`src/rtl/dual_core_mem_arbiter.sv`:
```
// -----------------------------------------------------------------------------
// dual_core_mem_arbiter
//
// Lets two processor cores share one single-port synchronous data memory.
// Requests are serialised with round-robin arbitration. Each transaction runs
// IDLE -> ISSUE -> (WAIT ->) RESP -> IDLE. The requesting core gets a one-cycle
// acknowledge, with read data for reads, in the cycle after RESP.
//
// Ports:
//   clk       system clock, all state on the rising edge
//   reset     asynchronous active-low reset
//   req0/1    core request, held with we/addr/wdata stable until ack
//   we0/1     1 = write, 0 = read
//   addr0/1   core address (AW bits)
//   wdata0/1  core write data (DW bits)
//   ack0/1    one-cycle completion pulse to the core
//   rdata0/1  core read data, valid with ack and held afterwards
//   mem_addr  registered memory address
//   mem_data  registered memory write data
//   mem_wren  registered memory write enable, high for the ISSUE cycle only
//   mem_q     memory read data
//   busy      high while the FSM is outside IDLE
//   grant     index of the core currently or last served
// -----------------------------------------------------------------------------
module dual_core_mem_arbiter #(
   parameter int unsigned DW       = 12,
   parameter int unsigned AW       = 12,
   parameter int unsigned READ_LAT = 1
) (
   input  logic          clk,
   input  logic          reset,

   input  logic          req0,
   input  logic          we0,
   input  logic [AW-1:0] addr0,
   input  logic [DW-1:0] wdata0,
   output logic          ack0,
   output logic [DW-1:0] rdata0,

   input  logic          req1,
   input  logic          we1,
   input  logic [AW-1:0] addr1,
   input  logic [DW-1:0] wdata1,
   output logic          ack1,
   output logic [DW-1:0] rdata1,

   output logic [AW-1:0] mem_addr,
   output logic [DW-1:0] mem_data,
   output logic          mem_wren,
   input  logic [DW-1:0] mem_q,

   output logic          busy,
   output logic          grant
);

   // Latency counter wide enough for READ_LAT-1 with READ_LAT in 1..3.
   localparam int unsigned CW = 2;

   localparam logic [1:0] IDLE  = 2'd0;
   localparam logic [1:0] ISSUE = 2'd1;
   localparam logic [1:0] WAIT  = 2'd2;
   localparam logic [1:0] RESP  = 2'd3;

   logic [1:0]    state,     state_nxt;
   logic [CW-1:0] lat_cnt,   lat_cnt_nxt;
   // Index of the core served most recently; the other core wins a tie.
   logic          rr_last,   rr_last_nxt;

   logic [AW-1:0] mem_addr_nxt;
   logic [DW-1:0] mem_data_nxt;
   logic          mem_wren_nxt;
   logic [DW-1:0] rdata0_nxt, rdata1_nxt;
   logic          ack0_nxt,   ack1_nxt;
   logic          busy_nxt;
   logic          grant_nxt;
   logic          win;

   // State and registered outputs.
   always_ff @(posedge clk or negedge reset) begin
      if (!reset) begin
         state    <= IDLE;
         lat_cnt  <= '0;
         rr_last  <= 1'b1;
         mem_addr <= '0;
         mem_data <= '0;
         mem_wren <= 1'b0;
         rdata0   <= '0;
         rdata1   <= '0;
         ack0     <= 1'b0;
         ack1     <= 1'b0;
         busy     <= 1'b0;
         grant    <= 1'b0;
      end else begin
         state    <= state_nxt;
         lat_cnt  <= lat_cnt_nxt;
         rr_last  <= rr_last_nxt;
         mem_addr <= mem_addr_nxt;
         mem_data <= mem_data_nxt;
         mem_wren <= mem_wren_nxt;
         rdata0   <= rdata0_nxt;
         rdata1   <= rdata1_nxt;
         ack0     <= ack0_nxt;
         ack1     <= ack1_nxt;
         busy     <= busy_nxt;
         grant    <= grant_nxt;
      end
   end

   // Next-state and next-output logic.
   always_comb begin
      state_nxt    = state;
      lat_cnt_nxt  = lat_cnt;
      rr_last_nxt  = rr_last;
      mem_addr_nxt = mem_addr;
      mem_data_nxt = mem_data;
      mem_wren_nxt = mem_wren;
      rdata0_nxt   = rdata0;
      rdata1_nxt   = rdata1;
      ack0_nxt     = 1'b0;
      ack1_nxt     = 1'b0;
      grant_nxt    = grant;
      win          = 1'b0;

      case (state)
         IDLE: begin
            if (req0 || req1) begin
               // Sole requester wins; on a tie the core not served last wins.
               win          = (req0 && req1) ? ~rr_last : req1;
               grant_nxt    = win;
               mem_addr_nxt = win ? addr1  : addr0;
               mem_data_nxt = win ? wdata1 : wdata0;
               mem_wren_nxt = win ? we1    : we0;
               state_nxt    = ISSUE;
            end
         end

         ISSUE: begin
            // mem_wren still holds the latched we during this cycle.
            mem_wren_nxt = 1'b0;
            if (mem_wren) begin
               state_nxt = RESP;
            end else begin
               lat_cnt_nxt = CW'(READ_LAT - 1);
               state_nxt   = WAIT;
            end
         end

         WAIT: begin
            if (lat_cnt == '0) begin
               if (grant) rdata1_nxt = mem_q;
               else       rdata0_nxt = mem_q;
               state_nxt = RESP;
            end else begin
               lat_cnt_nxt = lat_cnt - 1'b1;
            end
         end

         RESP: begin
            // Ack registers out of RESP, so it is visible in the following cycle.
            ack0_nxt    = ~grant;
            ack1_nxt    = grant;
            rr_last_nxt = grant;
            state_nxt   = IDLE;
         end

         default: begin
            state_nxt = IDLE;
         end
      endcase

      busy_nxt = (state_nxt != IDLE);
   end

endmodule

```
`config.mk`:
```
export PLATFORM = sky130hd
export DESIGN_NAME = dual_core_mem_arbiter
export DESIGN_NICKNAME = d
export VERILOG_FILES = /design/src/rtl/dual_core_mem_arbiter.sv
export SDC_FILE = /design/constraint.sdc
export NUM_CORES = 1
export LEC_CHECK = 0
export CAP_MARGIN = 20
export CORE_MARGIN = 1.5
export CORE_UTILIZATION = 37
export DETAILED_ROUTE_END_ITERATION = 6
export GPL_TIMING_DRIVEN = 0
export PLACE_DENSITY = 0.78
export SLEW_MARGIN = 20
export SYNTH_ARGS = -nofsm -noshare
export SYNTH_HDL_FRONTEND = slang
export SYNTH_SLANG_ARGS = --single-unit
```
`constraint.sdc`:
```
create_clock -name clk -period 1.47 [get_ports clk]
set_input_delay 0.147 -clock clk [delete_from_list [all_inputs] [get_ports clk]]
set_output_delay 0.147 -clock clk [all_outputs]
set_load 0.01 [all_outputs]
```
==> metrics <==
cell at the slowest stage of the critical path dfrtp_1; global-route usage over all layers 0.179; via count of the first global-routing pass 2,123; post-DR vias/cell 4.78; top cell types by occurrence after synthesis dfrtp_1 (57), nand2_1 (26), o21ai_0 (26); Worst Setup Slack, final 28.6 ps; Req. time, crit path 1680 ps; worst slew margin relative to its limit 0.529; post-layout minimum cycle time 1440 ps; Clock transition at path regs 60 ps; total core area 6420 sq um; RSZ-0062 raised after global routing yes; reported max-cap violation count 0; Post-Syn Area 2490 sq um; initial DRC count 51; cell types with the largest area share after synthesis dfrtp_1 (57%), mux2_2 (11%), mux2i_1 (10%); worst setup path category flip-flop to flip-flop; Async S/R FF share, synth 1.00; htree depth 3; total of warnings raised by yosys 0; internal reg-to-reg setup slack 30 ps; most common cell in the netlist dfrtp_1; fraction of layout instances using a drive strength above 1 0.214; detailed-routing iteration count for the pre-antenna-repair pass 7; Clock Root Buffer clkbuf_8; total DRC errors in the routed layout 10; Unique masters post-synth 28; Leak Pwr 1.88 nW; syn_nets 270; number of clock sinks 58; die area 7230 sq um; cell count after placement 394; vertical die dimension 85.1 um; maximum fanout along the worst path 5; highest layer used for signal routing met4; top flip-flop cell by instance count after synthesis dfrtp_1; Vias 2,016; Setup WS pre-CTS -354 ps; average instance area after synthesis 12.5 sq um; pin count of the biggest net entering global routing 59; share of the clock period used by the worst path 0.981; worst-margin pin slew 706 ps; number of endpoints failing setup at the final stage 0; total placed instance area 3770 sq um; cell type with the highest aggregate area in the netlist dfrtp_1; residual antenna-violating net count after detailed routing 0; I/O pin cnt 119; number of CTS-inserted buffers 9; Rows 29; violated checks design-rule violations; Setup crit start kind flip-flop; path category of the worst min-delay check input port to async pin; arrival time worst endpoint 1650 ps; flop and latch count out of synthesis 58; Post-synth EDFFs 0; skew final 6.27 ps; floorplan die width 85.1 um; type of destination of the critical path flip-flop; deepest clock path buffer count 2; timing-limited maximum frequency 694 MHz; fraction of the core area covered by cells at the end of the flow 0.653; post-layout instance count excluding filler cells 422; highest cell delay on the worst timing path 390 ps; number of nets in the layout 411; met3 WL post-DR 586 um; maximum resistive drop on vdd 827 uV; diode count 0; GP Congestion 0.774; final instance area 4190 sq um; clk_lat worst skew 330 ps; total of buffers placed on input and output ports 118; total length of routed wires 6140 um; max-slew violations 0; DP Wirelength 4400 um; routed wirelength normalized by instance count 14.5 um; Fin. Hold Viols 0; global-route wire length before repair 10,100 um; sequential fraction of the synthesis area 0.583; cell-by-cell trace of the critical path inv_2 -> ha_4 -> nand3b_1 -> buf_6 -> mux2_2; share of the synthesized area in the top cell type 0.573; initial standard-cell utilization of the core 0.388; met2 WL post-DR 3030 um; routed metal-1 wire length 2460 um; worst hold slack after final layout 427 ps; GR Overflow Total 0; result of the run complete, but fails checks; area added between synthesis and finish 68.3%; Pwr per Cell Area 2060 nW/um^2; TritonCTS clock tree built; antenna violations before repair 0; Post-Syn Instances 199
flip-flops by register name (all words and copies together) (netlist names):
name	flops
rdata1	12
rdata0	12
mem_addr	12
state	2
grant	1
ack0	1
busy	1
ack1	1
rr_last	1
mem_wren	1
lat_cnt	2
mem_data	12
metal layers:
layer | up-vias | global-route usage
li1 | 980 | -
met1 | 944 | 0.218
met2 | 85 | 0.298
met3 | 7 | 0.0535
met4 | 0 | 0.0715
met5 | - | 0
cells by family (layout without fill, tap and decap cells):
logic type / after synthesis / count (layout) / share of synthesized area
flip-flops: 58 / 58 / 0.583
multiplexers: 50 / 50 / 0.213
AND/OR/NAND/NOR: 36 / 36 / 0.0628
buffers and inverters: 16 / 162 / 0.0397
adder cells (fa/ha/maj): 5 / 5 / 0.0251
AO/OA/AOI/OAI: 34 / 34 / 0.0758
cells in the final DEF (no fill, tap or decap), drive strengths merged, types with 2 or more instances in the layout:
cell type	count
clkdlybuf4s50	116
dfrtp	57
o21ai	27
nand2	26
mux2i	25
mux2	25
buf	21
clkbuf	15
inv	6
ha	5
nand3	3
o31ai	2
bufinv	2
worst max-delay path: cells and delay by family, from the launching register on:
kind / cells / cell delay [ps]
adders and majority gates: 1 / 170
muxes: 1 / 330
and+or+nand+nor: 1 / 190
DFF: 1 / 390
buffers and inverters: 2 / 250
stage by stage:
step                setup TNS (ps)  power, W
CTS                              0   0.00853
detailed placement          -11630   0.00665
global route                  -389   0.00922
floorplan                        0   0.00459
global placement            -98330   0.00652
finish                           0   0.00866
where the power goes:
part           leakage, nW  internal (W)  switching (W)  total (W)
logic                 1.07       0.00248        0.00173    0.00420
clock network        0.111       0.00105       0.000577    0.00163
registers            0.698       0.00241       0.000420    0.00283
repair_timing:
action	in CTS	in global routing
pin swaps	1	2
gates resized for setup	20	22
cloned	1	0
hold buffers	1	0
setup buffers	4	6
hold endpoints to repair	57	0
endpoints found under the setup margin	51	43
worst paths after layout:
check,to,cells after the start,from
setup / recovery,rdata0[4],5,state[0]
hold / removal,ack1,2,reset
setup reg to reg,rdata0[4],5,state[0]
hold reg to reg,mem_data[3],2,mem_data[3]
max in group asynchronous,grant,2,reset
min in group clk,mem_addr[11],3,addr1[11]
layout make-up:
class	count	area [sq um]
fill	534	2230
sequential	58	1450
timing repair buffer	130	1280
multi-input combinational	125	1000
clock buffer	14	163
buffer	10	115
tap	77	96.3
clock inverter	2	60.1
inverter	6	22.5
(Power assumes the default switching activity.)
